### config.mk
export PLATFORM = sky130hd
export DESIGN_NAME = muldiv_sequencer_flat
export DESIGN_NICKNAME = d
export VERILOG_FILES = /design/src/rtl/muldiv_pkg.sv /design/src/rtl/muldiv_sequencer_if.sv /design/src/rtl/muldiv_sequencer.sv /design/src/flat_wrapper.sv
export SDC_FILE = /design/constraint.sdc
export NUM_CORES = 1
export LEC_CHECK = 0
export CAP_MARGIN = 10
export CORE_MARGIN = 2
export CORE_UTILIZATION = 41
export DETAILED_ROUTE_END_ITERATION = 7
export PLACE_DENSITY = 0.72
export SETUP_SLACK_MARGIN = 0.02
export SLEW_MARGIN = 40
export SYNTH_ARGS = -nofsm -noshare
export SYNTH_HDL_FRONTEND = slang
export SYNTH_SLANG_ARGS = --single-unit
export TNS_END_PERCENT = 10
### constraint.sdc
create_clock -name clk -period 1.6 [get_ports clk]
set_clock_uncertainty 0.15 [all_clocks]
set_input_delay 0.32 -clock clk [delete_from_list [all_inputs] [get_ports clk]]
set_output_delay 0.32 -clock clk [all_outputs]
set_load 0.02 [all_outputs]
### src/rtl/muldiv_pkg.sv
// Shared constants for the multiply/divide sequencer:
// state encoding, HI/LO source select codes and default step counts.
package muldiv_pkg;

    localparam logic [2:0] ST_IDLE   = 3'd0;
    localparam logic [2:0] ST_M_LOAD = 3'd1;
    localparam logic [2:0] ST_M_RUN  = 3'd2;
    localparam logic [2:0] ST_D_LOAD = 3'd3;
    localparam logic [2:0] ST_D_RUN  = 3'd4;
    localparam logic [2:0] ST_WRITE  = 3'd5;
    localparam logic [2:0] ST_EXC    = 3'd6;

    localparam logic HILO_MULT = 1'b0;
    localparam logic HILO_DIV  = 1'b1;

    localparam int MULT_CYCLES_DEF = 32;
    localparam int DIV_CYCLES_DEF  = 32;
    localparam int CNT_W_DEF       = 6;

endpackage

### src/rtl/muldiv_sequencer_if.sv
// Start/strobe bundle between the control FSM (master)
// and the multiply/divide sequencer (slave).
interface muldiv_sequencer_if;

    logic mult_start;
    logic div_start;
    logic divisor_zero;
    logic mult_load;
    logic mult_step;
    logic div_load;
    logic div_step;
    logic HiLoSrc;
    logic HI_write;
    logic LO_write;
    logic busy;
    logic done;
    logic div0_exc;

    modport master (
        output mult_start, div_start, divisor_zero,
        input  mult_load, mult_step, div_load, div_step,
        input  HiLoSrc, HI_write, LO_write,
        input  busy, done, div0_exc
    );

    modport slave (
        input  mult_start, div_start, divisor_zero,
        output mult_load, mult_step, div_load, div_step,
        output HiLoSrc, HI_write, LO_write,
        output busy, done, div0_exc
    );

endinterface

### src/rtl/muldiv_sequencer.sv
// Sequences the iterative multiplier/divider feeding HI/LO.
// Optional macro MULDIV_BUSY_CNT_EN adds the busy_cycles perf counter.
module muldiv_sequencer
    import muldiv_pkg::*;
#(
    parameter int MULT_CYCLES = MULT_CYCLES_DEF,
    parameter int DIV_CYCLES  = DIV_CYCLES_DEF,
    parameter int CNT_W       = CNT_W_DEF
) (
    input  logic clk,
    input  logic reset,
    muldiv_sequencer_if.slave bus
`ifdef MULDIV_BUSY_CNT_EN
    ,
    output logic [31:0] busy_cycles
`endif
);

    localparam logic [CNT_W-1:0] M_LAST = CNT_W'(MULT_CYCLES - 1);
    localparam logic [CNT_W-1:0] D_LAST = CNT_W'(DIV_CYCLES - 1);

    logic [2:0]       r_state;
    logic [2:0]       w_next;
    logic [CNT_W-1:0] r_cnt;
    logic             r_hilosrc;
    logic             w_busy;

    // Next-state selection; mult_start wins over div_start
    always_comb begin
        w_next = r_state;
        case (r_state)
            ST_IDLE: begin
                if (bus.mult_start)
                    w_next = ST_M_LOAD;
                else if (bus.div_start)
                    w_next = bus.divisor_zero ? ST_EXC : ST_D_LOAD;
            end
            ST_M_LOAD: w_next = ST_M_RUN;
            ST_M_RUN:  if (r_cnt == M_LAST) w_next = ST_WRITE;
            ST_D_LOAD: w_next = ST_D_RUN;
            ST_D_RUN:  if (r_cnt == D_LAST) w_next = ST_WRITE;
            ST_WRITE:  w_next = ST_IDLE;
            ST_EXC:    w_next = ST_IDLE;
            default:   w_next = ST_IDLE;
        endcase
    end

    // State register
    always_ff @(posedge clk) begin
        if (reset)
            r_state <= ST_IDLE;
        else
            r_state <= w_next;
    end

    // Iteration counter: cleared in LOAD, counts steps in RUN
    always_ff @(posedge clk) begin
        if (reset)
            r_cnt <= '0;
        else if (r_state == ST_M_LOAD || r_state == ST_D_LOAD)
            r_cnt <= '0;
        else if (r_state == ST_M_RUN || r_state == ST_D_RUN)
            r_cnt <= r_cnt + 1'b1;
    end

    // HI/LO source follows the unit of the last accepted operation
    always_ff @(posedge clk) begin
        if (reset)
            r_hilosrc <= HILO_MULT;
        else if (r_state == ST_IDLE && bus.mult_start)
            r_hilosrc <= HILO_MULT;
        else if (r_state == ST_IDLE && bus.div_start && !bus.divisor_zero)
            r_hilosrc <= HILO_DIV;
    end

    assign w_busy        = (r_state != ST_IDLE);
    assign bus.busy      = w_busy;
    assign bus.mult_load = (r_state == ST_M_LOAD);
    assign bus.mult_step = (r_state == ST_M_RUN);
    assign bus.div_load  = (r_state == ST_D_LOAD);
    assign bus.div_step  = (r_state == ST_D_RUN);
    assign bus.HI_write  = (r_state == ST_WRITE);
    assign bus.LO_write  = (r_state == ST_WRITE);
    assign bus.done      = (r_state == ST_WRITE);
    assign bus.div0_exc  = (r_state == ST_EXC);
    assign bus.HiLoSrc   = r_hilosrc;

`ifdef MULDIV_BUSY_CNT_EN
    logic [31:0] r_busy_cycles;

    // Free-running count of busy cycles, wraps naturally
    always_ff @(posedge clk) begin
        if (reset)
            r_busy_cycles <= '0;
        else if (w_busy)
            r_busy_cycles <= r_busy_cycles + 32'd1;
    end

    assign busy_cycles = r_busy_cycles;
`endif

endmodule

### src/flat_wrapper.sv
// flat-port wrapper written by rule: the top's interface ports become plain ports
module muldiv_sequencer_flat import muldiv_pkg::*;
#(
    parameter int MULT_CYCLES = MULT_CYCLES_DEF,
    parameter int DIV_CYCLES  = DIV_CYCLES_DEF,
    parameter int CNT_W       = CNT_W_DEF
)
  (clk, reset, bus_mult_start, bus_div_start, bus_divisor_zero, bus_mult_load, bus_mult_step, bus_div_load, bus_div_step, bus_HiLoSrc, bus_HI_write, bus_LO_write, bus_busy, bus_done, bus_div0_exc);
  muldiv_sequencer_if bus_i ();
  input  logic clk;
  input  logic reset;
  input wire logic [$bits(bus_i.mult_start)-1:0] bus_mult_start;
  input wire logic [$bits(bus_i.div_start)-1:0] bus_div_start;
  input wire logic [$bits(bus_i.divisor_zero)-1:0] bus_divisor_zero;
  output wire logic [$bits(bus_i.mult_load)-1:0] bus_mult_load;
  output wire logic [$bits(bus_i.mult_step)-1:0] bus_mult_step;
  output wire logic [$bits(bus_i.div_load)-1:0] bus_div_load;
  output wire logic [$bits(bus_i.div_step)-1:0] bus_div_step;
  output wire logic [$bits(bus_i.HiLoSrc)-1:0] bus_HiLoSrc;
  output wire logic [$bits(bus_i.HI_write)-1:0] bus_HI_write;
  output wire logic [$bits(bus_i.LO_write)-1:0] bus_LO_write;
  output wire logic [$bits(bus_i.busy)-1:0] bus_busy;
  output wire logic [$bits(bus_i.done)-1:0] bus_done;
  output wire logic [$bits(bus_i.div0_exc)-1:0] bus_div0_exc;
  assign bus_i.mult_start = bus_mult_start;
  assign bus_i.div_start = bus_div_start;
  assign bus_i.divisor_zero = bus_divisor_zero;
  assign bus_mult_load = bus_i.mult_load;
  assign bus_mult_step = bus_i.mult_step;
  assign bus_div_load = bus_i.div_load;
  assign bus_div_step = bus_i.div_step;
  assign bus_HiLoSrc = bus_i.HiLoSrc;
  assign bus_HI_write = bus_i.HI_write;
  assign bus_LO_write = bus_i.LO_write;
  assign bus_busy = bus_i.busy;
  assign bus_done = bus_i.done;
  assign bus_div0_exc = bus_i.div0_exc;
  muldiv_sequencer #(.MULT_CYCLES(MULT_CYCLES), .DIV_CYCLES(DIV_CYCLES), .CNT_W(CNT_W)) u_core (.clk(clk), .reset(reset), .bus(bus_i));
endmodule
==> summary.md <==
| Metric | Value |
|---|---|
| Num CTS Buffers | 3 |
| Final hold vios | 0 |
| Post-Place Cell Area | approximately 840 um2 |
| Post-Synthesis Cells | 67 |
| Post-route setup TNS | -80.0 ps |
| Standby leakage power | 0.365 nW |
| Ratio of final minimum period to clock period | 104% |
| Setup Viol. Count Final | 2 |
| Clock Root Buffer | clkbuf_4 |
| TritonCTS clock tree | done |
| Boundary Pins | 15 |
| Kind of end point of the critical path | primary output |
| Critical path origin | u_core.r_state[2] |
| Area of combinational cells with multiple inputs | 385 um2 |
| Die outline area | 1720 um2 |
| Most Frequent Cell on Critical Path | buf_6 |
| Post-route DRC | 0 |
| Vias | ~580 |
| Number of port buffers | 14 |
| Global placer's final weighted congestion | approximately 0.82 |
| Peak ir drop on the vdd network | 1100 uV |
| Met1 global-route usage | 19.5% |
| Depth of the worst register-to-register path | 7 |
| WP data required | approximately 1100 ps |
| Starting DRC count in detailed routing | 9 |
| Worst min path class | register to register |
| Synth Cell Area | 574 um2 |
| Fill cell total of the finished layout | 115 |
| Critical-path top delay cell | dfxtp_4 |
| Minimum setup slack among reg-to-reg paths | 30 ps |
| Met3 Track Usage GR | 4.78% |
| Layout cells sized above 1 | 46.3% |
| Vias in the first global route | 571 |
| Effective utilization at floorplan | 44.1% |
| Detailed-routing iteration count for the pre-antenna-repair pass | 4 |
| Average wire per cell in the routed design | 12.7 um |
| Antenna violations before repair | 0 |
| Max transition margin | 67.9% |
| Row count | 13 |
| Post-synthesis sequential area ratio | 34.9% |
| Clock net sink count | 10 |
| Commonest register cell after synthesis | dfxtp_1 |
| Worst-margin pin slew | 470 ps |
| Violations in the final reports | setup timing |
| Post-route ant nets | 0 |
| Setup WS post-layout | -61.3 ps |
| Result of the run | complete, but fails checks |
| Endpoint of the worst register-to-register path | u_core.r_state[2] |
| Startpoint-to-endpoint class of the critical path | register to primary output |
| Total gr overflow | 0 |
| Drt via density | 5.25 |
| Maximum number of buffers from clock root to sink | 2 |
| Floorplan die width | ~41 um |
| Syn. warnings | 0 |
| Number of stages on the worst setup path | 4 |
| Setup repair after global routing missed its margin | yes |
| F_max | between 600 and 700 MHz |
| Launching point of the worst reg2reg path | u_core.r_state[2] |
| Final instance area | 897 um2 |
| Final critical-path required period | 1660 ps |
| Critical-path maximum fanout | 6 |
| Worst setup slack before clock tree synthesis | -231 ps |
| Max capacitance violation total | 0 |
| Delay of the slowest cell on the worst path | 360 ps |
| Core region area | 1300 um2 |
| Clock slew at the register clock pins of the worst setup and hold paths | around 60 ps |
| Final Max Slew Viols | 0 |
| Die Height | 41.4 um |
| Most common cell after layout, fill and taps aside | buf_4 |
| Crit path buffers/inverters | 3 |
| Aggregate routed wire length | 1.40 mm |
| Number of register bits inferred by synthesis | 10 |
| Signed area change from the synthesized netlist to the final layout | 56.2% |
| Most Crowded Layer GR | met2 |
| Net count, final | 102 |
| Dominant delay contributor by cell family on the critical path | flip-flops |
| Largest net degree at the start of global routing | 9 |
| Synthesized Nets | 73 |
| Total power | 0.00153 W |
| Cell-by-cell listing of the critical path | buf_6 -> nor3_4 -> inv_2 -> buf_6 |
| Clock latency reported for the late side of the worst-skew pair | between 200 and 300 ps |
| Antenna cell count | 0 |
| Mean post-synth cell area | 8.57 um2 |
| P per Cell Area | 1710 nW/um2 |
| CTS H-tree depth | 1 |
| First-pass GRT wire length | roughly 2.4 mm |
| Startpoint class of the critical path | register |
| Global Route Usage Sum | between 10% and 20% |
| Grt met2 use | 31.6% |
| Fin util | about 70% |
| Number of flops mapped to enable cells by yosys | 0 |
| Arrival time of data at the critical path endpoint | 1190 ps |
| Capture point of the worst path | bus_busy |
| Ys async rst share | 0% |
| Most used cells in the layout excluding fill and tap cells | 19 x buf_4, 6 x nor3_1, 6 x dfxtp_1 |
| Netlist cell types | 28 |
| Reg area | around 210 um2 |
| Detailed-placement wirelength estimate | 1.04 mm |
-- per-layer routing --
layer	vias to the layer above	wire length [um]	share of wire, %
li1	293	-	-
met1	262	535	38
met2	17	712	51
met3	6	74	5.3
met4	0	74	5.3
met5	-	0	0
-- synth_stat cells, drive strengths merged (2+ instances only) --
| cell | count | area, um2 |
|---|---|---|
| nand2 | 3 | 11.3 |
| o21ai | 2 | 10.0 |
| inv | 4 | 15.0 |
| buf | 3 | 20.0 |
| nor3 | 7 | 40.0 |
| dfxtp | 10 | 200 |
| a211oi | 2 | 15.0 |
| nor2 | 6 | 25.0 |
| a21oi | 5 | 25.0 |
| clkbuf | 2 | 7.51 |
| nor3b | 5 | 37.5 |
| xnor2 | 6 | 60.1 |
-- power by group --
group          switching, W  total [W]  internal (W)  leakage [nW]
sequential        0.0000614   0.000371      0.000309        0.0836
combinational      0.000477   0.000931      0.000454         0.260
clock             0.0000946   0.000233      0.000138        0.0210
-- worst min path at each step --
stage / start / endpoint / slack, ps / cells after the start
detailed placement: u_core.r_cnt[4] / u_core.r_cnt[4] / 350 / 2
finish: u_core.r_cnt[1] / u_core.r_cnt[1] / 350 / 2
global route: u_core.r_cnt[1] / u_core.r_cnt[1] / 410 / 2
global placement: u_core.r_cnt[1] / u_core.r_cnt[1] / 340 / 2
CTS: u_core.r_cnt[1] / u_core.r_cnt[1] / 370 / 2
floorplan: reset / u_core.bus.HiLoSrc / 240 / 1
-- cells by family after synthesis --
kind of cell,after synthesis,share of synthesized area (%)
simple gates,27,28.8
compound gates,13,14.6
mux,1,1.74
flops,10,34.9
buf+inv,9,7.41
fa+ha+maj,1,2.18
xor+xnor,6,10.5
-- final cells by class --
cell class	instances	area share, %
Sequential cell	10	23.4
Multi-Input combinational cell	48	43.0
Tap cell	15	2.09
Timing Repair Buffer	29	25.5
Inverter	4	1.95
Clock buffer	4	4.04
-- stage by stage --
step                instances  hold slack, ps
finish                    110             348
global route              110             406
CTS                       110             369
detailed placement        106             353
global placement          106             336
floorplan                  67             243
-- what timing repair did --
item / CTS / global route
endpoints found under the setup margin: 19 / 14
setup buffers: 0 / 0
gates resized for setup: 48 / 13
gates cloned: 0 / 0
pin swaps: 0 / 2
hold buffers: 0 / 0
-- flip-flops by register name, indices dropped and copies added, names as in the netlist --
| signal | cells |
|---|---|
| u_core.bus.HiLoSrc | 1 |
| u_core.r_cnt | 6 |
| u_core.r_state | 3 |
-- worst register-to-register path, delay by kind of cell (launching register included) --
family	cells	cell delay, ps
buf+inv	3	350
simple gates	2	370
compound gates	2	230
flops	1	360
Power figures use the tool's default switching activity.
